[src/rtl/dice_roll_ctrl.sv]
// Die-select arbitration, shared debounce timer and roll/settle step sequencer.
// Optional macro DICE_CTRL_LFSR_EN lengthens the settle train by a pseudo-random 0..3 steps.
module dice_roll_ctrl #(
  parameter int unsigned DEBOUNCE_CYC = 327,
  parameter int unsigned STEP_DIV     = 64,
  parameter int unsigned SETTLE_STEPS = 6
) (
  input  logic       clk,
  input  logic       rst_n,
  input  logic [5:0] btn,
  output logic [5:0] die_sel_o,
  output logic       load_o,
  output logic       step_o,
  output logic       rolling_o,
  output logic       done_o
);

`ifdef DICE_CTRL_LFSR_EN
  localparam int unsigned MAX_STEPS = SETTLE_STEPS + 3;
`else
  localparam int unsigned MAX_STEPS = SETTLE_STEPS;
`endif
  localparam int unsigned IW = $clog2(STEP_DIV << (MAX_STEPS + 1));
  localparam int unsigned TW = $clog2(DEBOUNCE_CYC);
  localparam int unsigned DW = $clog2(STEP_DIV);
  localparam int unsigned NW = $clog2(MAX_STEPS + 1);

  typedef enum logic [2:0] {IDLE, DEBOUNCE, ROLL, SETTLE, SHOW} state_t;

  state_t          state_q, state_d;
  logic [2:0]      cand_q, cand_d, pick;
  logic [TW-1:0]   timer_q, timer_d;
  logic [DW-1:0]   div_q, div_d;
  logic [IW-1:0]   ival_q, ival_d, icnt_q, icnt_d;
  logic [NW-1:0]   n_q, n_d, target;
  logic [5:0]      sel_d;
  logic            load_d, step_d, rolling_d, done_d;

`ifdef DICE_CTRL_LFSR_EN
  logic [7:0] lfsr_q, lfsr_d;
  logic [1:0] extra_q, extra_d;
  assign lfsr_d = {lfsr_q[6:0], lfsr_q[7] ^ lfsr_q[5] ^ lfsr_q[4] ^ lfsr_q[3]};
  assign target = NW'(SETTLE_STEPS) + NW'(extra_q);
`else
  assign target = NW'(SETTLE_STEPS);
`endif

  // Lowest index wins.
  always_comb begin
    pick = 3'd0;
    if      (btn[0]) pick = 3'd0;
    else if (btn[1]) pick = 3'd1;
    else if (btn[2]) pick = 3'd2;
    else if (btn[3]) pick = 3'd3;
    else if (btn[4]) pick = 3'd4;
    else if (btn[5]) pick = 3'd5;
  end

  always_comb begin
    state_d = state_q;
    cand_d  = cand_q;
    timer_d = timer_q;
    div_d   = div_q;
    ival_d  = ival_q;
    icnt_d  = icnt_q;
    n_d     = n_q;
    sel_d   = die_sel_o;
    load_d  = 1'b0;
    step_d  = 1'b0;
    done_d  = 1'b0;
`ifdef DICE_CTRL_LFSR_EN
    extra_d = extra_q;
`endif
    unique case (state_q)
      IDLE: begin
        if (btn != 6'd0) begin
          cand_d  = pick;
          timer_d = '0;
          state_d = DEBOUNCE;
        end
      end
      DEBOUNCE: begin
        if (!btn[cand_q]) begin
          state_d = IDLE;
        end else if (timer_q == TW'(DEBOUNCE_CYC - 1)) begin
          sel_d   = 6'b000001 << cand_q;
          load_d  = 1'b1;
          div_d   = '0;
          state_d = ROLL;
        end else begin
          timer_d = timer_q + 1'b1;
        end
      end
      ROLL: begin
        // The wrap step is still issued on the same edge that sees the release.
        if (div_q == DW'(STEP_DIV - 1)) begin
          step_d = 1'b1;
          div_d  = '0;
        end else begin
          div_d = div_q + 1'b1;
        end
        if (!btn[cand_q]) begin
          ival_d  = IW'(2 * STEP_DIV);
          icnt_d  = '0;
          n_d     = '0;
          state_d = SETTLE;
`ifdef DICE_CTRL_LFSR_EN
          extra_d = lfsr_q[1:0];
`endif
        end
      end
      SETTLE: begin
        if (icnt_q == ival_q - 1'b1) begin
          step_d = 1'b1;
          n_d    = n_q + 1'b1;
          ival_d = ival_q << 1;
          icnt_d = '0;
          if (n_d == target) begin
            done_d  = 1'b1;
            state_d = SHOW;
          end
        end else begin
          icnt_d = icnt_q + 1'b1;
        end
      end
      SHOW: begin
        if (btn == 6'd0) state_d = IDLE;
      end
      default: state_d = IDLE;
    endcase
    rolling_d = (state_d == ROLL) || (state_d == SETTLE);
  end

  always_ff @(posedge clk) begin
    if (!rst_n) begin
      state_q   <= IDLE;
      cand_q    <= '0;
      timer_q   <= '0;
      div_q     <= '0;
      ival_q    <= '0;
      icnt_q    <= '0;
      n_q       <= '0;
      die_sel_o <= '0;
      load_o    <= 1'b0;
      step_o    <= 1'b0;
      rolling_o <= 1'b0;
      done_o    <= 1'b0;
    end else begin
      state_q   <= state_d;
      cand_q    <= cand_d;
      timer_q   <= timer_d;
      div_q     <= div_d;
      ival_q    <= ival_d;
      icnt_q    <= icnt_d;
      n_q       <= n_d;
      die_sel_o <= sel_d;
      load_o    <= load_d;
      step_o    <= step_d;
      rolling_o <= rolling_d;
      done_o    <= done_d;
    end
  end

`ifdef DICE_CTRL_LFSR_EN
  always_ff @(posedge clk) begin
    if (!rst_n) begin
      lfsr_q  <= 8'h01;
      extra_q <= '0;
    end else begin
      lfsr_q  <= lfsr_d;
      extra_q <= extra_d;
    end
  end
`endif

endmodule

[config.mk]
export PLATFORM = sky130hd
export DESIGN_NAME = dice_roll_ctrl
export DESIGN_NICKNAME = d
export VERILOG_FILES = /design/src/rtl/dice_roll_ctrl.sv
export SDC_FILE = /design/constraint.sdc
export NUM_CORES = 1
export LEC_CHECK = 0
export BUFFER_PORTS_ARGS = -buffer_cell sky130_fd_sc_hd__buf_2
export CAP_MARGIN = 20
export CORE_MARGIN = 2
export CORE_UTILIZATION = 55
export DETAILED_ROUTE_END_ITERATION = 6
export GPL_TIMING_DRIVEN = 0
export PLACE_DENSITY = 0.73
export SLEW_MARGIN = 10
export SYNTH_ARGS = -nofsm -noshare
export SYNTH_HDL_FRONTEND = slang
export SYNTH_SLANG_ARGS = --single-unit
export TNS_END_PERCENT = 100
[constraint.sdc]
create_clock -name clk -period 4.7 [get_ports clk]
set_input_delay 0 -clock clk [delete_from_list [all_inputs] [get_ports clk]]
set_output_delay 0 -clock clk [all_outputs]
set_load 0.02 [all_outputs]
==> impl_metrics.toml, run 1 <==
[pwr]
p_switching_uw = 177
comb_power_share_pct = 6.2
total_power_uw = 751
clock_power_share_pct = 33.2
power.switching_fraction_pct = 23.6
share_seq_of_total_power_pct = 60.6
worst_vdd_ir_mv = 0.173
p_leak_nw = 1.09
power.internal_uw = 574
power_per_cell_area_nw_per_um2 = 253

[sta]
max_slew.worst_pin.slew_ps = 596
finalClockSkew_ps = 9.40
report.final.slew_viol_count = 0
fmax_mhz = 420
fin_crit_sh_pct = 50.6
rsz0062_at_grt = "no"
timing.final.setup_violations = 0
relSlewSlack_pct = 60.3
hold_viol_final = 0
final.min_clock_period_ps = 2380
setup_ws_ps = 2320
fin_tns_setup_ps = 0

[finish]
multi_input_area_um2 = 1560
layout.core_utilization_pct = 62.9
antenna-diode-count = 0
fillerInstances = 438
post_route_cells_drive_above_1_share_pct = 11.1
layout_commonest_cell = "dfxtp_1"
area.sequential_um2 = 1060
fin_nets = 366
area_growth_syn_to_layout_pct = 9.56
mostFrequentLayoutCells = "dfxtp_1 (53), nor2_1 (35), nand2_1 (34), nand3_1 (21), a21oi_1 (20)"

[clock_tree]
insertion_delay_of_the_later_clocked_pin_in_the_worst_skew_pair_ps = 310
maximum_clock_path_buffer_count = 2
clk_transition_reported_paths_ps = 90
cts_post_setup_buffers_inserted = 0
cts_tree = "built"
tritoncts_buffer_count = 5
clock_tree.htree_level_count = 2
cts_root_buf = "clkbuf_8"
cts_sinks = 53

[die]
fp.dieW_um = 74.2
die_height_um = 74.2
start_util_pct = 57.4
die_area_um2 = 5500
ioPinCount = 18
placement_rows = 25
coreArea_um2 = 4720

[setup_path]
path_class = "flip-flop to flip-flop"
critical_path_required_ps = 4890
worst_setup_path_end_kind = "flip-flop"
worstSetupStartpointType = "flip-flop"
path_max_fanout = 8
r2r_cells = 8
worstPathArrival_ps = 2570

[logic_synthesis]
synth.yosys.seq_area_share_pct = 39.2
post_synth_xor_area_fraction_pct = 6.14
yosysTopAreaCell = "dfxtp_1"
dominantRegCellSynth = "dfxtp_1"
mappedNetlistArea_um2 = 2710
mappedNetlistNets = 341
synth_area_leaders = "dfxtp_1 (39%), nor2_1 (4.8%), nand2_1 (4.7%), nand3_1 (3.9%), xnor2_1 (3.9%)"
synth-edff-count = 0
syn_area_per_cell_um2 = 8.31
post-synth-top-area-fraction_pct = 39.2
yosysWarnings = 0
synth-async-reset-ratio_pct = 0
largest_family_of_logic_cells_by_synthesized_area = "simple AND/OR/NAND/NOR gates"
complex_gate_fraction_of_the_synthesized_area_pct = 17.6
yosys-mux-area-fraction_pct = 1.85
postSynthCellCount = 326
count_of_distinct_cell_types_in_the_synthesized_netlist = 54
postSynthRegisterBits = 53
yosys.area_share.simple_pct = 28.6
yosys.area_share.adder_pct = 3.23

[place]
pre_cts_slack_ps = 2320
gp_routability_congestion = 0.825
detailed_place_hpwl_um = 4250
port_buffers = 17

[run]
cap_violations = 0

[route]
final_wirelength_um = 5800
detail_route.vias_per_cell = 5.62
drtPass1Iterations = 4
post_drt_wl_per_cell_um = 13.8
drcViolationCount = 0
route.antenna.remaining_nets = 0
via_count = 2355
initial_drt_markers = 115

[status]
status = "completed"

[global_route]
grt_antenna_before_repair = 0
grt_pass1_vias = 2158
largest_net_degree_at_the_start_of_global_routing = 15
grt-ovfl-total = 0
grt_pass1_wl_um = 9890
grtUsageTotal_pct = 23.1

[hold_path]
worst_hold_path_type = "primary input to flip-flop"
hold_path_depth = 4
## what timing repair did
item / 4_1_cts / 5_1_grt
resized for setup: 0 / 0
hold endpoints to repair: 1 / 0
hold buffers: 1 / 0
## per-stage QoR
stage / cell area [um^2] / hold WS, ps / std cells
2_1_floorplan: 2710 / 178 / 326
6_report: 2970 / 56.2 / 419
5_1_grt: 2970 / 90.8 / 419
3_3_place_gp: 2880 / 312 / 410
3_5_place_dp: 2880 / 314 / 410
4_1_cts: 2970 / 50.3 / 419
## power groups by stage
stage          combinational (mW)  clock, mW  sequential, mW
6_report                   0.0465      0.249           0.455
5_1_grt                    0.0519      0.274           0.456
2_1_floorplan              0.0317          0           0.465
3_5_place_dp               0.0453          0           0.466
4_1_cts                    0.0460      0.257           0.455
3_3_place_gp               0.0451          0           0.466
## layer usage
metal	vias to the layer above	global-route usage, %	part of all wire, %	wire [um]
li1	1224	-	-	-
met1	1081	30.2	47	2740
met2	42	39.5	48	2780
met3	8	3.79	3.5	206
met4	0	6.67	1.3	77
met5	-	0	0	0
## cells by family after synthesis
kind of cell / count (synthesis)
flops: 53
buf+inv: 22
simple gates: 147
mux: 5
xor+xnor: 19
compound gates: 73
fa+ha+maj: 7
## state kept, by name (all words and copies together) (netlist names)
name,flops
load_o,1
ival_q,6
step_o,1
done_o,1
div_q,6
state_q,3
icnt_q,13
die_sel_o,6
rolling_o,1
timer_q,9
n_q,3
cand_q,3
## worst paths after layout
path	start	to	slack, ps
worst max register to register	ival_q[7]	icnt_q[12]	2320
worst min-delay path	btn[1]	cand_q[1]	60
worst max-delay path	ival_q[7]	icnt_q[12]	2320
worst min register to register	die_sel_o[1]	die_sel_o[1]	460
## final cells by class
type | count | share of cell area, %
inverters | 10 | 1.26
plain buffers | 12 | 1.85
flip-flops and latches | 53 | 35.7
clock buffers | 8 | 2.70
well taps | 67 | 2.82
multi-input cells | 251 | 52.4
repair buffers | 18 | 3.20
## critical path, stage by stage (launching register included)
cell      delay [ps]
dfxtp_1          440
inv_1             70
ha_1             310
xor2_1           170
nand4_2          150
nor4b_4          480
nand2_2          170
nand3_1          320
o211ai_1         140
## synthesized netlist by cell type (all sizes together) (3+ instances only)
cell and instances:
or3 7, nand2 35, clkbuf 9, and2 5, nand3 22, a21oi 20
nor3 7, o22ai 5, nor4 3, xnor2 12, or2 3, mux2i 5
nand4 11, xor2 7, ha 7, nor2 35, buf 3, a31oi 6
nand2b 4, o21ai 15, a41o 3, o31ai 3, inv 10, and3 6
a211oi 3, dfxtp 53, o211ai 3
(Power assumes the default switching activity.)
==> run 2: changes to the inputs <==
- CORE_UTILIZATION: 55 -> 54
- PLACE_DENSITY: 0.73 -> 0.75
- clock period: 4.7 -> 2.15 ns (I/O delays scaled with it)
==> run 2 against run 1 <==
Net effect: non-clock buffer count increased by 4; design area grew 3.4%; sequential power increased by 120%; die area grew 1.7%; clock skew down 3.2 ps; global-route usage shrank 1.3 points; final cell count increased by 0.95%; combinational power rose by 120%; worst setup slack got worse by 2300 ps; worst hold slack gained 19 ps.
==> impl_metrics.toml, run 2 (synthesis gave the netlist of run 1 again) <==
[status]
status = "completed"

[die]
coreArea_um2 = 4790
fp.dieW_um = 74.8
ioPinCount = 18
die_area_um2 = 5600
die_height_um = 74.8
start_util_pct = 56.6
placement_rows = 25

[pwr]
share_seq_of_total_power_pct = 58.4
p_leak_nw = 1.13
comb_power_share_pct = 6.1
power.internal_mw = 1.31
total_power_mw = 1.70
clock_power_share_pct = 35.5
power_per_cell_area_nw_per_um2 = 554
p_switching_uw = 389
worst_vdd_ir_mv = 0.358
power.switching_fraction_pct = 22.9

[finish]
fin_nets = 370
final_area_um2 = 3070
antenna-diode-count = 0
regMostFlops = "icnt_q"
area_growth_syn_to_layout_pct = 13.3
layout_top_registers = "icnt_q (13), timer_q (9)"
post_route_cells_drive_above_1_share_pct = 17.1
number_of_flip_flops_under_the_largest_register_name = 13
layout.core_utilization_pct = 64.2
mostFrequentLayoutCells = "dfxtp_1 (49), nand2_1 (34), nor2_1 (33), buf_2 (21), nand3_1 (20)"
layout_commonest_cell = "dfxtp_1"

[clock_tree]
maximum_clock_path_buffer_count = 2
cts_root_buf = "clkbuf_8"
insertion_delay_of_the_later_clocked_pin_in_the_worst_skew_pair_ps = 300
cts_tree = "built"
cts_sinks = 53
clk_transition_reported_paths_ps = 90
clock_tree.htree_level_count = 2
tritoncts_buffer_count = 5

[setup_path]
worstPathArrival_ps = 2380
worst_setup_path_end_kind = "flip-flop"
cpPeakStageDelay_ps = 370
worstSetupStartpointType = "flip-flop"
critical_path_required_ps = 2400
path_max_fanout = 6
rr_startpoint = "icnt_q[0]"
critical_path.startpoint = "icnt_q[0]"
worstPathCellList = "ha_2 > and4_4 > nand4_2 > nor4b_4 > buf_4 > nand2_2 > nor3_2 > a31o_2"
path_class = "flip-flop to flip-flop"
crit_slowest_cell = "dfxtp_2"

[route]
via_count = 2366
detail_route.vias_per_cell = 5.59
post_drt_wl_per_cell_um = 13.8
drcViolationCount = 0
initial_drt_markers = 125
drtPass1Iterations = 4
final_wirelength_um = 5820
route.antenna.remaining_nets = 0

[sta]
report.final.slew_viol_count = 0
final.min_clock_period_ps = 2130
timing.final.setup_violations = 0
hold_viol_final = 0
rsz0062_at_grt = "yes"
finalClockSkew_ps = 6.17
fin_crit_sh_pct = 98.9
relSlewSlack_pct = 60.8
max_slew.worst_pin.slew_ps = 587
fmax_mhz = 470

[place]
detailed_place_hpwl_um = 4080
port_buffers = 17
placedInstanceArea_um2 = 2880
gp_routability_congestion = 0.813

[global_route]
grtUsageTotal_pct = 21.8
grt_pass1_vias = 2072
largest_net_degree_at_the_start_of_global_routing = 16
grt_pass1_wl_um = 9530
grt_antenna_before_repair = 0
grt-ovfl-total = 0

[hold_path]
min_from = "btn[1]"
worst_hold_path_type = "primary input to flip-flop"

[run]
cap_violations = 0
-- run 2: changes by cell type in the layout (fill, tap and decap cells not counted), moves of 3 or more --
cell,delta
dfxtp_2,+3
buf_4,+3
dfxtp_1,-4
clkbuf_1,-5
-- run 2: timing repair --
item,in CTS,in global routing
setup buffers,1,2
hold buffers,1,0
pin swaps,1,6
setup endpoints to repair,24,41
resized for setup,4,18
endpoints found under the hold margin,1,0
gates cloned,0,1
-- run 2: per-stage QoR --
stage                     setup TNS [ps]  cells  hold WS [ps]  setup WS, ps
after floorplan                        0    326           178          98.0
after global placement             -1860    410           317          -176
after detailed placement           -2680    410           324          -246
after CTS                              0    420          72.9          36.3
after global routing                -396    423           130         -57.0
final                                  0    423          75.6          24.0
-- run 2: layer usage --
metal	up-vias	GRT usage [%]	wire, um
met3	6	4.42	244
met5	-	0	0
met4	0	7.14	62
met2	43	35.7	2830
met1	1088	28.8	2680
li1	1229	-	-
-- run 2: worst max-delay path: cells and delay by family (launching register included) --
kind | cells | cell delay [ps]
and+or+nand+nor | 5 | 1150
DFF | 1 | 370
adders and majority gates | 1 | 220
buffers and inverters | 1 | 200
AOI/OAI and AO/OA | 1 | 130
-- run 2: final timing paths --
kind | slack [ps] | cells past startpoint | end
setup / recovery | 20 | 8 | state_q[2]
hold / removal | 80 | 4 | cand_q[1]
setup reg to reg | 20 | 8 | state_q[2]
hold reg to reg | 470 | 2 | die_sel_o[0]
-- run 2: final cells by class --
type                       count  area [um^2]
inverter                      10         37.5
timing repair buffer          22          123
clock inverter                 1         5.00
multi-input combinational    251         1600
tap                           67         83.8
clock buffer                   7         96.3
sequential                    53         1070
fill                         420         1720
buffer                        12         57.6
-- run 2: power groups by stage --
stage | clock network, mW | registers, mW | logic (mW)
floorplan | 0 | 1.02 | 0.0694
global placement | 0 | 1.02 | 0.0983
detailed placement | 0 | 1.02 | 0.0997
CTS | 0.619 | 0.995 | 0.101
global route | 0.662 | 0.996 | 0.117
finish | 0.605 | 0.994 | 0.103
